===== config.mk =====
export PLATFORM = sky130hd
export DESIGN_NAME = line_fetch_ctrl
export DESIGN_NICKNAME = d
export VERILOG_FILES = /design/src/rtl/line_fetch_ctrl_pkg.sv /design/src/rtl/line_fetch_ctrl_bin2bcd3.sv /design/src/rtl/line_fetch_ctrl.sv
export SDC_FILE = /design/constraint.sdc
export NUM_CORES = 1
export LEC_CHECK = 0
export CELL_PAD_IN_SITES_DETAIL_PLACEMENT = 0
export CELL_PAD_IN_SITES_GLOBAL_PLACEMENT = 1
export CORE_MARGIN = 10
export CORE_UTILIZATION = 46
export DETAILED_ROUTE_END_ITERATION = 8
export GPL_TIMING_DRIVEN = 0
export PLACE_DENSITY_LB_ADDON = 0.1
export SLEW_MARGIN = 10
export SYNTH_ARGS = -nofsm -noshare
export SYNTH_HDL_FRONTEND = slang
export SYNTH_SLANG_ARGS = --single-unit

===== constraint.sdc =====
create_clock -name clk -period 2.62 [get_ports clk]
set_input_delay 0.393 -clock clk [delete_from_list [all_inputs] [get_ports clk]]
set_output_delay 0.393 -clock clk [all_outputs]
set_load 0.02 [all_outputs]

===== src/rtl/line_fetch_ctrl_pkg.sv =====
// Shared constants and types for the text-row fetch path: screen geometry,
// BCD glyph encoding and the fetch controller state encoding.
package line_fetch_ctrl_pkg;

  localparam int HCHAR      = 48;
  localparam int VCHAR      = 18;
  localparam int DIG        = 3;
  localparam int BITPERCH   = 4;
  localparam int ROW_VALS   = HCHAR / DIG;
  localparam int PAGE_VALS  = VCHAR * ROW_VALS;
  localparam int PAGE_BITS  = 4;
  localparam logic [BITPERCH-1:0] BLANK_CODE = 4'hF;

  typedef enum logic [1:0] {
    ST_IDLE  = 2'd0,
    ST_FETCH = 2'd1,
    ST_DRAIN = 2'd2
  } state_t;

  // Line-buffer word that renders as an empty value field.
  function automatic logic [BITPERCH*DIG-1:0] blank_word();
    return {DIG{BLANK_CODE}};
  endfunction

endpackage


===== src/rtl/line_fetch_ctrl_bin2bcd3.sv =====
// Combinational binary to three-digit BCD converter (double dabble),
// saturating at 999 so oversized values still render as a full field.
module bin2bcd3 #(
  parameter int N = 10
) (
  input  logic [N-1:0] i_bin,
  output logic [11:0]  o_bcd
);

  logic [N-1:0] w_clip;
  logic [11:0]  w_bcd;

  assign w_clip = (i_bin > N'(999)) ? N'(999) : i_bin;

  // Shift-and-add-3: correct each digit before every shift so it stays decimal.
  always_comb begin
    w_bcd = 12'd0;
    for (int i = N - 1; i >= 0; i--) begin
      w_bcd[3:0]  = (w_bcd[3:0]  > 4'd4) ? w_bcd[3:0]  + 4'd3 : w_bcd[3:0];
      w_bcd[7:4]  = (w_bcd[7:4]  > 4'd4) ? w_bcd[7:4]  + 4'd3 : w_bcd[7:4];
      w_bcd[11:8] = (w_bcd[11:8] > 4'd4) ? w_bcd[11:8] + 4'd3 : w_bcd[11:8];
      w_bcd       = {w_bcd[10:0], w_clip[i]};
    end
    o_bcd = w_bcd;
  end

endmodule


===== src/rtl/line_fetch_ctrl.sv =====
// Fills the character line buffer for one text row: reads the row's values
// from the result RAM, converts them to BCD and writes one slot per cycle.
module line_fetch_ctrl
  import line_fetch_ctrl_pkg::*;
#(
  parameter int N        = 10,
  parameter int L        = 230,
  parameter int ADR_BITS = 10
) (
  input  logic                      clk,
  input  logic                      RSTn,
  input  logic                      row_start,
  input  logic [4:0]                row_idx,
  input  logic                      page_next,
  output logic                      rd_en,
  output logic [ADR_BITS-1:0]       rd_addr,
  input  logic [N-1:0]              rd_data,
  output logic                      lb_we,
  output logic [3:0]                lb_slot,
  output logic [BITPERCH*DIG-1:0]   lb_data,
  output logic                      busy,
  output logic                      done,
  output logic                      overrun
);

  localparam int NPAGES = (L + PAGE_VALS - 1) / PAGE_VALS;

  state_t                    r_state;
  logic [3:0]                r_slot;
  logic [4:0]                r_row;
  logic [PAGE_BITS-1:0]      r_page;
  logic [PAGE_BITS-1:0]      r_page_lat;
  logic                      r_pend_vld;
  logic [4:0]                r_pend_row;
  logic                      r_rd_en;
  logic [ADR_BITS-1:0]       r_rd_addr;
  logic                      r_p1_vld;
  logic [3:0]                r_p1_slot;
  logic                      r_p1_blank;
  logic                      r_p2_vld;
  logic [3:0]                r_p2_slot;
  logic                      r_p2_blank;
  logic                      r_lb_we;
  logic [3:0]                r_lb_slot;
  logic [BITPERCH*DIG-1:0]   r_lb_data;
  logic                      r_busy;
  logic                      r_done;
  logic                      r_overrun;

  logic [15:0]               w_idx;
  logic                      w_hit;
  logic [11:0]               w_bcd;

  assign w_idx = 16'(r_page_lat) * 16'(PAGE_VALS) + 16'(r_row) * 16'(ROW_VALS) + 16'(r_slot);
  assign w_hit = (w_idx < 16'(L));

  bin2bcd3 #(.N(N)) u_bcd (
    .i_bin (rd_data),
    .o_bcd (w_bcd)
  );

  // Display page counter; only sampled into r_page_lat when a fill starts.
  always_ff @(posedge clk or negedge RSTn) begin
    if (!RSTn) begin
      r_page <= '0;
    end else if (page_next) begin
      r_page <= (r_page == PAGE_BITS'(NPAGES - 1)) ? '0 : r_page + 4'd1;
    end
  end

  // Row sequencer: issues reads, tags each slot, tracks one pending request.
  always_ff @(posedge clk or negedge RSTn) begin
    if (!RSTn) begin
      r_state    <= ST_IDLE;
      r_slot     <= 4'd0;
      r_row      <= 5'd0;
      r_page_lat <= '0;
      r_pend_vld <= 1'b0;
      r_pend_row <= 5'd0;
      r_rd_en    <= 1'b0;
      r_rd_addr  <= '0;
      r_p1_vld   <= 1'b0;
      r_p1_slot  <= 4'd0;
      r_p1_blank <= 1'b0;
      r_busy     <= 1'b0;
      r_done     <= 1'b0;
      r_overrun  <= 1'b0;
    end else begin
      r_rd_en  <= 1'b0;
      r_p1_vld <= 1'b0;
      r_done   <= 1'b0;
      case (r_state)
        ST_IDLE: begin
          r_busy <= 1'b0;
          if (row_start) begin
            r_row      <= row_idx;
            r_page_lat <= r_page;
            r_slot     <= 4'd0;
            r_state    <= ST_FETCH;
          end
        end
        ST_FETCH: begin
          r_busy     <= 1'b1;
          r_rd_en    <= w_hit;
          r_rd_addr  <= w_hit ? w_idx[ADR_BITS-1:0] : r_rd_addr;
          r_p1_vld   <= 1'b1;
          r_p1_slot  <= r_slot;
          r_p1_blank <= ~w_hit;
          r_slot     <= r_slot + 4'd1;
          if (r_slot == 4'(ROW_VALS - 1)) begin
            r_state <= ST_DRAIN;
          end
          if (row_start) begin
            r_pend_row <= row_idx;
            r_pend_vld <= 1'b1;
            r_overrun  <= r_overrun | r_pend_vld;
          end
        end
        ST_DRAIN: begin
          r_busy <= 1'b1;
          // Both tag stages empty means the last slot's write is on lb_*.
          if (!r_p1_vld && !r_p2_vld) begin
            r_done <= 1'b1;
            if (r_pend_vld) begin
              r_row      <= r_pend_row;
              r_page_lat <= r_page;
              r_slot     <= 4'd0;
              r_state    <= ST_FETCH;
              r_pend_vld <= row_start;
              r_pend_row <= row_idx;
            end else if (row_start) begin
              r_row      <= row_idx;
              r_page_lat <= r_page;
              r_slot     <= 4'd0;
              r_state    <= ST_FETCH;
            end else begin
              r_state <= ST_IDLE;
            end
          end else if (row_start) begin
            r_pend_row <= row_idx;
            r_pend_vld <= 1'b1;
            r_overrun  <= r_overrun | r_pend_vld;
          end
        end
        default: begin
          r_state <= ST_IDLE;
        end
      endcase
    end
  end

  // Data stage: slot tag waits one cycle for rd_data, then lands on lb_*.
  always_ff @(posedge clk or negedge RSTn) begin
    if (!RSTn) begin
      r_p2_vld   <= 1'b0;
      r_p2_slot  <= 4'd0;
      r_p2_blank <= 1'b0;
      r_lb_we    <= 1'b0;
      r_lb_slot  <= 4'd0;
      r_lb_data  <= '0;
    end else begin
      r_p2_vld   <= r_p1_vld;
      r_p2_slot  <= r_p1_slot;
      r_p2_blank <= r_p1_blank;
      r_lb_we    <= r_p2_vld;
      if (r_p2_vld) begin
        r_lb_slot <= r_p2_slot;
        r_lb_data <= r_p2_blank ? blank_word() : w_bcd;
      end
    end
  end

  assign rd_en   = r_rd_en;
  assign rd_addr = r_rd_addr;
  assign lb_we   = r_lb_we;
  assign lb_slot = r_lb_slot;
  assign lb_data = r_lb_data;
  assign busy    = r_busy;
  assign done    = r_done;
  assign overrun = r_overrun;

endmodule

==> run summary, run 1 <==
The detailed-route wire length is 14.9 mm. STA classifies the critical path startpoint as a primary input. The via count of the first global-routing pass came out at 4805. Of the available clock period, the critical path in the final layout requires 2.20. In this run, CTS created clock tree buffers numbering 9. Ranked by instance count, the synthesized netlist is headed by dfrtp_1 (68), nand2_1 (53), nor2_1 (42), ha_1 (33), o21ai_0 (26).

The max-slew violation count is 0. The post-route DRC violation count is 0. The antenna violation net count after detailed routing came out at 0.

The final hold violation count is 0. Synthesis handed over a netlist of around 550 instances. Yosys attributes the largest share of cell area to dfrtp_1 (32%), ha_1 (7.8%), mux2_2 (4.9%). The clock-pin slew on the worst setup and hold paths came out at around 0.050 ns. The worst hold slack across all endpoints is 0.370 ns. In this run the power density over the cells is 1170 mW/mm^2. The first global-routing pass estimated between 20 and 25 mm of wire. The sum of negative setup slack came out at -33.20 ns.

The post-synthesis area per instance came out at just under 10 sq um. IR analysis of the VDD net gives a maximum drop of 0.900 mV. The post-synthesis sequential area ratio is 0.320.

The checks that failed: setup timing. Setup repair after global routing could not meet its margin everywhere. The TritonCTS sink count came out at a little under 70. The dominant cell by count in the synthesized netlist is dfrtp_1.

The most numerous cell type found on the critical path is ha_4. The maximum count of clock buffers along a single path is 2. The minimum clock period after layout is 5.77 ns. For this block, the via count after detailed routing is ~5k.

The number of warnings issued by yosys came out at 0. OpenSTA, run right after detailed placement, puts the worst setup slack at -4.98 ns. The peak fanout along the critical path came out at 4.

The slowest stage of the critical path is the or4_4 cell. The area of the core is roughly 0.011 sq mm. In this run the tightest slew margin relative to its limit is 0.246.

In the synthesized netlist the dominant register cell turns out to be dfrtp_1. The die outline area came out at approximately 0.016 sq mm. The repair_antennas step left the layout with diodes totalling 0. The count of standard-cell rows is 39. In this design, the stage delay of the slowest critical-path cell is approximately 0.53 ns. TritonCTS built the clock tree.

Summing all placed instances gives a cell area of a little over 0.006 sq mm. For this run, the top clock speed supported by timing is 0.173 GHz. The die boundary width came out at 128 um. The net count reported at finish came out at 738. At the pin with the least slew margin, the transition time is about 1.1 ns. The setup slack of the critical path after layout is -3.15 ns. The detailed-routing iteration count for the pre-antenna-repair pass is 5. The pin count of the biggest net entering global routing came out at 67.

The effective utilization at floorplan came out at 0.468. The worst setup path is of the primary input to flop kind. The later-pin clock latency in the skew report came out at 0.33 ns. The overall power of the completed layout is 0.00891 W. The run finished, with violations left. The cell sitting at the root of the clock tree is a clkbuf_16.

The endpoint class of the critical path is a flop. The tightest min-delay check is of the flop to flop type. The mapped netlist covers 0.00532 sq mm. The number of enable flip-flop cells after synthesis came out at 0. The largest total area in the synthesized netlist belongs to dfrtp_1.

The filler cell count in the final layout came out at between 900 and 1k. The number of unique standard cell types used by synthesis is about 100. The async set-or-reset flop fraction in the synthesized netlist came out at 1.00. The remaining global-route overflow came out at 0. The layout cell share with drive strength beyond 1 is 0.361. The post-route clock skew came out at a little under 0.004 ns. The mean routed wirelength per cell came out at roughly 18 um.

Summing all multi-input logic gate instances after layout gives slightly above 0.004 sq mm. The number of violations reported at the end of detailed-routing iteration 0 is around 450. The routability-driven placement congestion ratio came out at roughly 0.87. Data on the critical path is required at its endpoint by 2.80 ns. The layout-stage area growth over the synthesis result came out at 43.4%. Data on the critical path arrives at its endpoint at ~6.0 ns. Summing all flip-flop and latch instances after layout gives 0.00170 sq mm. The global-route usage over all layers is 0.177. The setup violation total in the final timing report is 11. Buffers placed on the I/O ports in this run total 48. The post-route cell area came out at ~0.0076 sq mm. The number of nets in the synthesized netlist came out at around 610. The static leakage is just over 3 nW. The synthesized design contains 68 register bits.

The ratio of routed vias to standard cells came out at ~6.0. The max-cap check violation count is 0. The detailed placement HPWL came out at roughly 10 mm.

Of the post-synthesis cell area, the dominant cell type holds 0.320. The initial antenna violation count came out at 0. The die span in y came out at 128 um. For this design the top-level I/O count stands at 50. The level count of the clock H-tree is 3.
logic make-up (layout without fill, tap and decap cells):
family          count (synthesis)  in the layout  share of synthesized area
compound gates                182            182                      0.282
simple gates                  175            175                      0.173
flops                          68             68                      0.320
buf+inv                        44            179                     0.0364
fa+ha+maj                      34             34                     0.0814
mux                            34             34                     0.0701
xor+xnor                       17             17                     0.0376
metal layers:
| metal | track usage | wire length, um | part of all wire |
|---|---|---|---|
| met2 | 0.272 | 6920 | 0.47 |
| met3 | 0.0451 | 794 | 0.053 |
| met1 | 0.240 | 6900 | 0.46 |
| met5 | 0 | 0 | 0 |
| met4 | 0.0489 | 265 | 0.018 |
cells in the final DEF (no fill, tap or decap), types with 5 or more instances in the layout:
master	synthesis	final
nor3_1	9	8
nand2_1	53	50
a31oi_1	11	10
o22a_1	6	6
mux2i_1	10	10
dfrtp_1	68	68
a21oi_1	21	20
o21ai_0	26	25
nand3_1	13	12
o211ai_1	10	10
nand2b_1	5	5
inv_1	21	16
ha_4	0	10
clkdlybuf4s50_1	0	45
buf_6	3	14
clkbuf_16	0	9
nor2b_1	5	5
clkbuf_1	13	7
nor2_1	42	38
nand4_1	7	7
a211oi_1	11	5
ha_1	33	19
o22ai_1	10	8
buf_4	1	66
a211oi_2	2	7
mux2_2	23	22
inv_2	1	5
worst max-delay path: cells and delay by family:
| family | cells | cell delay [ns] |
|---|---|---|
| buffers and inverters | 8 | 0.73 |
| multiplexers | 1 | 0.24 |
| adder cells (fa/ha/maj) | 6 | 1.08 |
| AND/OR/NAND/NOR | 6 | 1.66 |
| XOR/XNOR | 3 | 0.52 |
| AO/OA/AOI/OAI | 8 | 1.33 |
worst paths after layout:
kind / endpoint / cells after the start / startpoint / slack [ns]
worst max-delay path: lb_data[7]$_DFFE_PN0P_ / 32 / rd_data[8] / -3.15
worst min-delay path: r_p2_slot[0]$_DFF_PN0_ / 0 / r_p1_slot[0]$_DFFE_PN0P_ / 0.37
worst max register to register: rd_addr[3]$_DFFE_PN0P_ / 11 / r_page_lat[3]$_DFFE_PN0P_ / 0.26
worst min register to register: r_p2_slot[0]$_DFF_PN0_ / 0 / r_p1_slot[0]$_DFFE_PN0P_ / 0.37
max in group asynchronous: r_pend_row[0]$_DFFE_PN0P_ / 3 / RSTn / 1.72
min in group asynchronous: lb_data[7]$_DFFE_PN0P_ / 2 / RSTn / 0.40
sequential cells by signal (all words and copies together) (netlist names), 2 cells and up:
register,flops
r_page_lat,4
lb_data,12
r_slot,4
r_state,2
rd_addr,10
r_pend_row,5
lb_slot,4
r_page,4
r_row,5
r_p1_slot,4
r_p2_slot,4
layout make-up:
class,instances,area share
timing repair buffer,125,0.147
inverter,24,0.0128
tap,143,0.0235
multi-input combinational,442,0.537
clock buffer,14,0.0359
sequential,68,0.223
clock inverter,1,0.00394
buffer,15,0.0162
metrics by stage:
stage           util  instances
2_1_floorplan      -        554
3_3_place_gp   0.539        745
3_5_place_dp   0.541        746
4_1_cts        0.643        810
5_1_grt        0.671        832
6_report       0.671        832
power by group:
part | total, W | switching, W | internal [W]
sequential | 0.00173 | 0.000296 | 0.00144
clock | 0.00122 | 0.000412 | 0.000809
combinational | 0.00595 | 0.00311 | 0.00285
total | 0.00891 | 0.00381 | 0.00509
timing repair:
action,CTS,global route
buffers inserted,52,25
pin swaps,49,40
endpoints found under the hold margin,2,0
endpoints found under the setup margin,11,23
gates resized for setup,91,35
hold buffers,1,0
(Power assumes the default switching activity.)
==> inputs of run 2 (changes only) <==
--- a/config.mk
+++ b/config.mk
@@ -5,10 +5,11 @@
 export SDC_FILE = /design/constraint.sdc
 export NUM_CORES = 1
 export LEC_CHECK = 0
+export CAP_MARGIN = 20
 export CELL_PAD_IN_SITES_DETAIL_PLACEMENT = 0
 export CELL_PAD_IN_SITES_GLOBAL_PLACEMENT = 1
 export CORE_MARGIN = 10
-export CORE_UTILIZATION = 46
+export CORE_UTILIZATION = 23
 export DETAILED_ROUTE_END_ITERATION = 8
 export GPL_TIMING_DRIVEN = 0
 export PLACE_DENSITY_LB_ADDON = 0.1
==> run 2 against run 1 <==
Compared with the run above: maximum frequency grew 1.1%; routed wire length up 12%; register-to-register slack improved by 0.03 ns; cell area rose by 3.9%; combinational power grew 3%; first-iteration DRC count down 44%; the flow still finishes with violations (setup timing); clock power grew 17%; die area increased by 82%.
==> run summary, run 2 (synthesized netlist as in run 1, its figures left out) <==
The minimum clock period after layout is roughly 5.7 ns. The run finished, with violations left. The slowest stage of the critical path is the or4b_4 cell.

In this run the number of H-tree levels came out at 3. The floorplan has 55 rows. The worst setup path is captured at a flop. Compared with the post-synthesis result, the final layout area differs by 49.0%. The routability-driven placement congestion ratio is roughly 0.81. The number of buffers created by CTS came out at 9. The max-cap check violation count came out at 0. The tightest min-delay check is of the primary input to asynchronous set/reset pin type. TritonCTS built the clock tree. The number of vias in the routed layout came out at 4961. The via count of the first global-routing pass is between 5k and 6k.

Dividing the detail-routed wire length by the instance count gives between 15 and 20 um. The worst hold slack across all endpoints is just under 0.003 ns. The die span in y came out at roughly 170 um. The maximum clock frequency came out at 0.175 GHz.

The post-route clock skew is 0.00452 ns. The ratio of final minimum period to clock period is 2.18. The remaining global-route overflow came out at 0. Setup repair after global routing could not meet its margin everywhere. The max-slew violation count is 0. The setup violation total in the final timing report is 11. In the global route stage, met2 resource usage came out at 0.193.

The number of flip-flops under the largest register name is 12. The initial antenna violation count came out at 0. The global-route track usage on met3 came out at 0.0212. The final reports fail on setup timing. The filler cell count in the final layout came out at between 2k and 2.5k.

The clock-pin slew on the worst setup and hold paths came out at about 0.05 ns. Across all register-to-register paths, the minimum setup slack is slightly below 0.3 ns. The maximum vdd drop is 0.434 mV. For this block, the initial DRC count from the detailed router was about 250. Hold repair after CTS inserted 0 buffers. The pin count of the biggest net entering global routing came out at 38.

met2 is the most crowded layer. Leaving out fill and tap cells, the most frequent cell in the layout is buf_4. The first TritonRoute pass finished after 4 iterations. The setup slack of the critical path after layout came out at -3.09 ns. STA classifies the critical path startpoint as a primary input. The die outline area came out at between 0.02 and 0.03 sq mm.

The number of ports placed on the die boundary is 50. Leaving out fill and tap cells, the most frequent cells in the layout are buf_4 (73), dfrtp_1 (68), nand2_1 (49), clkdlybuf4s50_1 (45), nor2_1 (35). The die boundary width is about 170 um. The global-route usage over all layers is 0.112. The highest cell delay on the worst timing path came out at just under 0.5 ns. The final core utilization is 0.349. In the global route stage, met1 resource usage came out at 0.140. Along the worst path, the maximum fanout reaches 6.

The antenna diode instance count came out at 0. For this configuration, the core starts out at a cell density of 0.234. The detailed placement HPWL is 11.8 mm.

The wire length of the first global-routing pass came out at approximately 27 mm. The clock network fraction of design power came out at 0.153. After detailed routing, the number of vias per cell comes to about 5.1. The static leakage came out at 3.13 nW.

Wires add up to around 17 mm. The measured slew at the worst slew-check pin came out at 0.873 ns. The internal cell power is roughly 0.0054 W. The combinational group share of total power came out at 0.659.

The final hold violation count is 0. In this run the deepest clock path goes through 2 buffers. The required time of the critical path is approximately 2.8 ns. CTS placed an instance of clkbuf_16 at the clock tree root. The layout cell share with drive strength beyond 1 is 0.390.

The net switching power of the design came out at between 0.003 and 0.004 W. The worst slew margin relative to its limit is 0.416. For the worst setup path, the data arrival time is a little under 6 ns. The overall power of the completed layout is about 0.0093 W. The later-pin clock latency in the skew report is about 0.33 ns.

The net count of the finished layout is roughly 740. The switching part of the total is 0.424. Dividing total power by cell area gives a power density of approximately 1200 mW/mm^2. The area of the core came out at approximately 0.023 sq mm. In the routed design, unresolved DRC markers number 0. The clock net in this run drives a total of just under 70 sinks. Input and output buffers added on the ports amount to between 40 and 50. The antenna violation net count after detailed routing is 0.

The share of total power in sequential cells came out at 0.188. The worst setup path category is primary input to flop. Summed over all failing endpoints, the final setup total negative slack is -33.02 ns.
-- run 2: cell count changes in the layout (fill, tap and decap cells not counted), moves of 3 or more --
cell | previous run | this run
a21oi_2 | 2 | 5
a211oi_4 | 1 | 4
a21oi_1 | 20 | 17
nor2_2 | 3 | 7
nor2_1 | 38 | 35
buf_4 | 66 | 73
-- run 2: final timing paths --
path / from / to / depth (start not counted)
max: rd_data[8] / lb_data[7]$_DFFE_PN0P_ / 33
min: RSTn / lb_data[6]$_DFFE_PN0P_ / 1
max reg2reg: r_page_lat[0]$_DFFE_PN0P_ / rd_addr[3]$_DFFE_PN0P_ / 11
min reg2reg: r_p1_vld$_DFF_PN0_ / r_p2_vld$_DFF_PN0_ / 0
max in group asynchronous: RSTn / r_row[0]$_DFFE_PN0P_ / 2
min in group clk: r_p1_vld$_DFF_PN0_ / r_p2_vld$_DFF_PN0_ / 0
-- run 2: power groups by stage --
| stage | logic [W] | registers (W) | clock network (W) |
|---|---|---|---|
| 2_1_floorplan | 0.00296 | 0.00186 | 0 |
| 3_3_place_gp | 0.00434 | 0.00178 | 0 |
| 3_5_place_dp | 0.00437 | 0.00178 | 0 |
| 4_1_cts | 0.00538 | 0.00176 | 0.00148 |
| 5_1_grt | 0.00664 | 0.00181 | 0.00153 |
| 6_report | 0.00613 | 0.00175 | 0.00143 |
-- run 2: area by class of cell --
type / instances / area (sq um) / share of cell area
inverters: 24 / 97.6 / 0.0123
flip-flops and latches: 68 / 1700 / 0.215
well taps: 285 / 357 / 0.0450
clock buffers: 11 / 253 / 0.0319
repair buffers: 128 / 1130 / 0.143
multi-input cells: 442 / 4150 / 0.524
plain buffers: 16 / 128 / 0.0161
clock inverters: 5 / 108 / 0.0136
-- run 2: worst max-delay path: cells and delay by family --
family,cells,cell delay [ns]
buffers and inverters,10,1.12
AOI/OAI and AO/OA,9,1.29
xor gates and xnor gates,2,0.35
muxes,1,0.23
adders and majority gates,5,0.93
and+or+nand+nor,6,1.54
-- run 2: metal layers --
layer,part of all wire,vias up
met3,0.031,19
met5,0,-
li1,-,2382
met4,0.011,0
met2,0.52,86
met1,0.44,2474
-- run 2: stage by stage --
stage / instance area [sq um] / worst slack [ns] / instances
2_1_floorplan: 5470 / -3.71 / 554
3_3_place_gp: 6310 / -5.13 / 887
3_5_place_dp: 6320 / -5.15 / 888
4_1_cts: 7420 / -3.14 / 950
5_1_grt: 7930 / -3.27 / 979
6_report: 7930 / -3.09 / 979
-- run 2: repair_timing --
action,4_1_cts,5_1_grt
setup buffers,50,29
cloned,0,0
setup endpoints to repair,11,24
resized for setup,78,60
pin swaps,43,44
==> inputs of run 3 (changes only) <==
--- a/config.mk
+++ b/config.mk
@@ -11,6 +11,7 @@
 export CORE_MARGIN = 10
 export CORE_UTILIZATION = 23
 export DETAILED_ROUTE_END_ITERATION = 8
+export GPL_ROUTABILITY_DRIVEN = 0
 export GPL_TIMING_DRIVEN = 0
 export PLACE_DENSITY_LB_ADDON = 0.1
 export SLEW_MARGIN = 10
==> results of run 3 <==
Final layout, timing and power as in run 2 (identical DEF).
